`config.mk`:
```
export PLATFORM = sky130hd
export DESIGN_NAME = int_div_unit
export DESIGN_NICKNAME = d
export VERILOG_FILES = /design/src/rtl/div_pkg.sv /design/src/rtl/div_step.sv /design/src/rtl/int_div_unit.sv
export SDC_FILE = /design/constraint.sdc
export NUM_CORES = 1
export LEC_CHECK = 0
export CAP_MARGIN = 5
export CORE_MARGIN = 5
export CORE_UTILIZATION = 58
export CTS_CLUSTER_SIZE = 40
export DETAILED_ROUTE_END_ITERATION = 10
export PLACE_DENSITY = 0.82
export SLEW_MARGIN = 20
export SYNTH_ARGS = -nofsm -noshare
export SYNTH_HDL_FRONTEND = slang
export SYNTH_HIERARCHICAL = 1
export SYNTH_SLANG_ARGS = --single-unit
export TNS_END_PERCENT = 100
```
`constraint.sdc`:
```
create_clock -name clk -period 9 [get_ports clk]
set_clock_uncertainty 0.1 [all_clocks]
set_input_delay 1.8 -clock clk [delete_from_list [all_inputs] [get_ports clk]]
set_output_delay 1.8 -clock clk [all_outputs]
set_load 0.03 [all_outputs]
```
`src/rtl/div_pkg.sv`:
```
// Shared types and constants for the iterative integer divider.
//   div_state_e       : divider control states
//   OP_DIV / OP_MOD   : ALU opcodes served by int_div_unit
//   DIV_WIDTH_DEFAULT : default operand width
package div_pkg;

    localparam int unsigned DIV_WIDTH_DEFAULT = 32;

    localparam logic [3:0] OP_DIV = 4'b0100;
    localparam logic [3:0] OP_MOD = 4'b0101;

    typedef enum logic [1:0] {
        IDLE = 2'b00,
        CALC = 2'b01,
        FIX  = 2'b10,
        DONE = 2'b11
    } div_state_e;

endpackage

```
`src/rtl/div_step.sv`:
```
// One radix-2 restoring division step (combinational).
//   rem_i/quo_i : current partial remainder / quotient-dividend shift register
//   dsr_i       : divisor magnitude
//   rem_o/quo_o : values after shifting in one dividend bit and one quotient bit
module div_step #(
    parameter int unsigned WIDTH = 32
) (
    input  logic [WIDTH-1:0] rem_i,
    input  logic [WIDTH-1:0] quo_i,
    input  logic [WIDTH-1:0] dsr_i,
    output logic [WIDTH-1:0] rem_o,
    output logic [WIDTH-1:0] quo_o
);

    logic [WIDTH:0]   shifted;
    logic [WIDTH+1:0] trial;

    // Two guard bits so the trial sign is exact even for a full-width divisor.
    assign shifted = {rem_i, quo_i[WIDTH-1]};
    assign trial   = {1'b0, shifted} - {2'b00, dsr_i};

    // Both candidates are below the divisor, so the top bits are always zero.
    assign rem_o = trial[WIDTH+1] ? WIDTH'(shifted) : WIDTH'(trial);
    assign quo_o = {quo_i[WIDTH-2:0], ~trial[WIDTH+1]};

endmodule

```
`src/rtl/int_div_unit.sv`:
```
// Iterative radix-2 restoring divide / modulo unit for the EX stage.
// One quotient bit per cycle; EX stalls on busy and consumes result on done.
// Optional build macro: INT_DIV_EARLY_OUT_EN (skip CALC when |dividend| < |divisor|).
// Ports:
//   clk, rst          : clock, asynchronous active-high reset
//   start             : issue request, accepted only in IDLE
//   op_mod, is_signed : 0=div/1=mod, signed operands
//   dividend, divisor : operands, latched at issue
//   busy              : combinational stall request
//   done              : one-cycle result-valid pulse
//   result            : quotient or remainder selected by latched op_mod
//   quotient, remainder, div_by_zero : raw results and zero-divisor flag
module int_div_unit
    import div_pkg::*;
#(
    parameter int unsigned WIDTH          = DIV_WIDTH_DEFAULT,
    parameter bit          SIGNED_DEFAULT = 1'b1
) (
    input  logic             clk,
    input  logic             rst,
    input  logic             start,
    input  logic             op_mod,
    input  logic             is_signed,
    input  logic [WIDTH-1:0] dividend,
    input  logic [WIDTH-1:0] divisor,
    output logic             busy,
    output logic             done,
    output logic [WIDTH-1:0] result,
    output logic [WIDTH-1:0] quotient,
    output logic [WIDTH-1:0] remainder,
    output logic             div_by_zero
);

    localparam int unsigned CNT_W = $clog2(WIDTH + 1);

    div_state_e       state_q, state_d;
    logic [CNT_W-1:0] cnt_q, cnt_d;
    logic             op_mod_q, op_mod_d;
    logic             signed_q, signed_d;
    logic             neg_quo_q, neg_quo_d;
    logic             neg_rem_q, neg_rem_d;
    logic [WIDTH-1:0] rem_q, rem_d;
    logic [WIDTH-1:0] quo_q, quo_d;
    logic [WIDTH-1:0] dsr_q, dsr_d;
    logic [WIDTH-1:0] quotient_q, quotient_d;
    logic [WIDTH-1:0] remainder_q, remainder_d;
    logic [WIDTH-1:0] result_q, result_d;
    logic             done_q, done_d;
    logic             dbz_q, dbz_d;

    logic             dvd_neg, dsr_neg;
    logic [WIDTH-1:0] dvd_mag, dsr_mag;
    logic [WIDTH-1:0] step_rem, step_quo;
    logic [WIDTH-1:0] fix_quo, fix_rem;

    div_step #(.WIDTH(WIDTH)) u_step (
        .rem_i (rem_q),
        .quo_i (quo_q),
        .dsr_i (dsr_q),
        .rem_o (step_rem),
        .quo_o (step_quo)
    );

    // Operand magnitudes; negating MIN wraps back to MIN, read as 2^(WIDTH-1).
    assign dvd_neg = is_signed & dividend[WIDTH-1];
    assign dsr_neg = is_signed & divisor[WIDTH-1];
    assign dvd_mag = dvd_neg ? -dividend : dividend;
    assign dsr_mag = dsr_neg ? -divisor  : divisor;

    // Sign correction, applied only when the operation was issued as signed.
    assign fix_quo = (signed_q & neg_quo_q) ? -quo_q : quo_q;
    assign fix_rem = (signed_q & neg_rem_q) ? -rem_q : rem_q;

    assign busy = ((state_q == IDLE) && start) || (state_q == CALC) || (state_q == FIX);

    // Next-state and datapath control.
    always_comb begin
        state_d     = state_q;
        cnt_d       = cnt_q;
        op_mod_d    = op_mod_q;
        signed_d    = signed_q;
        neg_quo_d   = neg_quo_q;
        neg_rem_d   = neg_rem_q;
        rem_d       = rem_q;
        quo_d       = quo_q;
        dsr_d       = dsr_q;
        quotient_d  = quotient_q;
        remainder_d = remainder_q;
        result_d    = result_q;
        done_d      = 1'b0;
        dbz_d       = dbz_q;

        unique case (state_q)
            IDLE: begin
                if (start) begin
                    op_mod_d  = op_mod;
                    signed_d  = is_signed;
                    neg_quo_d = dividend[WIDTH-1] ^ divisor[WIDTH-1];
                    neg_rem_d = dividend[WIDTH-1];
                    rem_d     = '0;
                    quo_d     = dvd_mag;
                    dsr_d     = dsr_mag;
                    cnt_d     = CNT_W'(WIDTH);
                    dbz_d     = 1'b0;
                    if (divisor == '0) begin
                        // Zero divisor: raw dividend passes through untouched.
                        state_d     = DONE;
                        done_d      = 1'b1;
                        dbz_d       = 1'b1;
                        quotient_d  = '1;
                        remainder_d = dividend;
                        result_d    = op_mod ? dividend : '1;
`ifdef INT_DIV_EARLY_OUT_EN
                    end else if (dvd_mag < dsr_mag) begin
                        state_d = FIX;
                        rem_d   = dvd_mag;
                        quo_d   = '0;
`endif
                    end else begin
                        state_d = CALC;
                    end
                end
            end
            CALC: begin
                rem_d = step_rem;
                quo_d = step_quo;
                cnt_d = cnt_q - CNT_W'(1);
                if (cnt_q == CNT_W'(1)) begin
                    state_d = FIX;
                end
            end
            FIX: begin
                quotient_d  = fix_quo;
                remainder_d = fix_rem;
                result_d    = op_mod_q ? fix_rem : fix_quo;
                done_d      = 1'b1;
                state_d     = DONE;
            end
            DONE: begin
                state_d = IDLE;
            end
            default: begin
                state_d = IDLE;
            end
        endcase
    end

    // State and output registers.
    always_ff @(posedge clk or posedge rst) begin
        if (rst) begin
            state_q     <= IDLE;
            cnt_q       <= '0;
            op_mod_q    <= 1'b0;
            signed_q    <= SIGNED_DEFAULT;
            neg_quo_q   <= 1'b0;
            neg_rem_q   <= 1'b0;
            rem_q       <= '0;
            quo_q       <= '0;
            dsr_q       <= '0;
            quotient_q  <= '0;
            remainder_q <= '0;
            result_q    <= '0;
            done_q      <= 1'b0;
            dbz_q       <= 1'b0;
        end else begin
            state_q     <= state_d;
            cnt_q       <= cnt_d;
            op_mod_q    <= op_mod_d;
            signed_q    <= signed_d;
            neg_quo_q   <= neg_quo_d;
            neg_rem_q   <= neg_rem_d;
            rem_q       <= rem_d;
            quo_q       <= quo_d;
            dsr_q       <= dsr_d;
            quotient_q  <= quotient_d;
            remainder_q <= remainder_d;
            result_q    <= result_d;
            done_q      <= done_d;
            dbz_q       <= dbz_d;
        end
    end

    assign done        = done_q;
    assign div_by_zero = dbz_q;
    assign quotient    = quotient_q;
    assign remainder   = remainder_q;
    assign result      = result_q;

endmodule

```
==> flow_summary.toml <==
[die]
num_io_pins = 168
row_count = 57
die_h_um = 167
die_w_um = 167
start_util_pct = 58.9
dieArea_sq_um = 27900
core-area_sq_um = 24300

[critical_path]
crit_family = "buffers and inverters"
slowest_stage = "clkdlybuf4s50_1"
start_kind = "input pin"
crit_required_ns = 7.10
path_buf_inv = 3
crit_path_max_incr_delay_ns = 0.65
crit_type = "in -> out"
crit_fanout = 70
endpoint_kind = "output pin"
worst_path_most_repeated_cell = "clkdlybuf4s50_1"
critical_path_arrival_ns = 3.67
cp_cell_sequence = "clkdlybuf4s50_1 -> nand2_2 -> buf_4 -> nand3_1 -> clkdlybuf4s50_1"

[clocking]
clkSinkCount = 206
cts_hold_buffers = 0
htree_levels = 1
cts_tree = "built"
cts_resized = 0
clock_latency_ns = 0.53
clk_path_buf_depth = 3
cts_root_buffer = "clkbuf_16"
clkSlewWorstSetupHoldPaths_ns = 0.05
cts_buffers = 24
post_cts_buffers = 0

[sta]
fin_crit_ns = 5.57
rsz0062_at_grt = "no"
hold_viol = 0
tightestPinTransition_ns = 1.11
finalSetupTns_ns = 0
drv_slew = 0
fin_crit_sh_pct = 61.9
finalSetupViolCount = 0
fmax_ghz = 0.179
maxSlewHeadroom_pct = 25.6

[layout]
ff_latch_area_sq_um = 5160
drive_above_1_share_pct = 5.52
final_area_sq_um = 16700
fin_nets = 1906
syn_to_final_growth_pct = 16.6
multi_input_area_sq_um = 8280
final_cell_mix = "dfrtp_1, nor2_1, nand2_1, clkdlybuf4s50_1, o21ai_0"
final_common_cell = "dfrtp_1"
n_fill_cell = 1984

[synth]
syn_area_sq_um = 14300
synth_cell_types = 83
synth-main-ff-cell = "dfrtp_1"
syn_nets = 1837
async_flop_share_pct = 100
ys_warn_count = 6
synth_edf_count = 0
avgSynthCellArea_sq_um = 8.29
ys_seq_area_share_pct = 36.0
synth_seq_cells = 206
synthCells = 1726

[placed_design]
gp_congestion = 0.965
place_hpwl_mm = 31.6
io_buffer_count = 167
dpl-instance-area_sq_um = 15900

[power]
leakagePower_nw = 6.88
p_per_area_nw_per_um2 = 431
ir_drop_mv = 0.188

[global_route]
grt.overflow.total = 0
grt_max_degree = 138
grtUsageTotal_pct = 29.7
antenna_found_initial = 1
grt_pass1_vias = 12700
grt_pass1_wl_mm = 68.4

[drt]
detail_route.wl_per_cell_um = 20.2
vias_per_cell = 6.27
firstDrtPassIters = 6
wl_mm = 43.3
antenna_left = 0
drtIter0Drc = 1516
route.vias.total = 13400
route.detailed.drc = 0

[outcome]
status = "finished clean"

[job]
drv_cap = 0

[hold_path]
hold_class = "reg -> reg"
==> kinds of logic (layout without fill, tap and decap cells) <==
group           after synthesis  after routing  synth area share (%)
xor+xnor                    143            143                  8.75
buf+inv                     209            296                  6.48
compound gates              576            576                  26.0
flops                       206            206                  36.0
mux                          29             29                  2.17
other cells                   0              1                     0
simple gates                521            521                  16.8
fa+ha+maj                    42             42                  3.72
==> cell usage after synthesis (all sizes together), types with 32 or more instances <==
cell    number  share of area (%)
inv         72                1.9
dfrtp      205                 36
buf         50                2.3
o21ai      174                6.1
nand2      177                4.7
nor3        32                1.3
xor2        56                3.4
ha          41                3.6
nor2       176                4.6
xnor2       87                5.3
a21o        40                2.1
a21oi      124                4.4
clkbuf      87                2.3
a31oi       59                2.7
==> metrics by stage <==
stage	total power, W	hold WS, ns	instances	utilization, %	setup slack [ns]
finish	0.00720	0.371	2138	68.7	3.43
floorplan	0.00491	0.339	1726	-	1.48
global route	0.00768	0.387	2138	68.7	3.35
global placement	0.00603	0.353	2093	65.3	3.45
detailed placement	0.00614	0.365	2093	65.3	3.45
CTS	0.00715	0.378	2137	68.6	3.44
==> path summary, 6_finish.rpt <==
check,start,endpoint,slack (ns),cells past startpoint
worst max register to register,state_q[0],quotient[15],5.20,9
worst max-delay path,start,busy,3.43,5
max in group asynchronous,rst,dsr_q[17],5.48,3
worst min register to register,dsr_q[18],dsr_q[18],0.37,2
worst min-delay path,dsr_q[18],dsr_q[18],0.37,2
min in group asynchronous,rst,quotient[28],1.80,2
==> sequential cells by signal, indices dropped and copies added, names as in the netlist <==
name / cells
remainder: 32
rem_q: 32
done: 1
signed_q: 1
quotient: 32
quo_q: 32
dsr_q: 32
result: 32
cnt_q: 6
neg_quo_q: 1
op_mod_q: 1
neg_rem_q: 1
state_q: 2
div_by_zero: 1
==> layout make-up <==
type	count	share of cell area, %
Sequential cell	206	30.9
Antenna cell	1	0.0150
Clock buffer	37	4.44
Multi-Input combinational cell	1311	49.6
Tap cell	324	2.43
Clock inverter	7	0.397
Inverter	72	1.66
Timing Repair Buffer	180	10.6
==> routing by layer <==
metal	track usage [%]	wire length [um]	vias up
met1	39.7	17500	6329
met4	10.2	1600	0
met5	0	0	-
li1	-	-	6334
met3	3.80	3590	110
met2	50.2	20600	635
==> worst min-delay path, cell delays in order (launching register included) <==
cell and delay [ns]:
dfrtp_1 0.34, nand2_1 0.05, nand2_1 0.05
==> where the power goes <==
group	internal (W)	total, W	switching (W)
Clock	0.000593	0.000987	0.000394
Combinational	0.00171	0.00442	0.00271
Sequential	0.00136	0.00179	0.000433
Note: power is estimated with default switching activity, not from simulation.
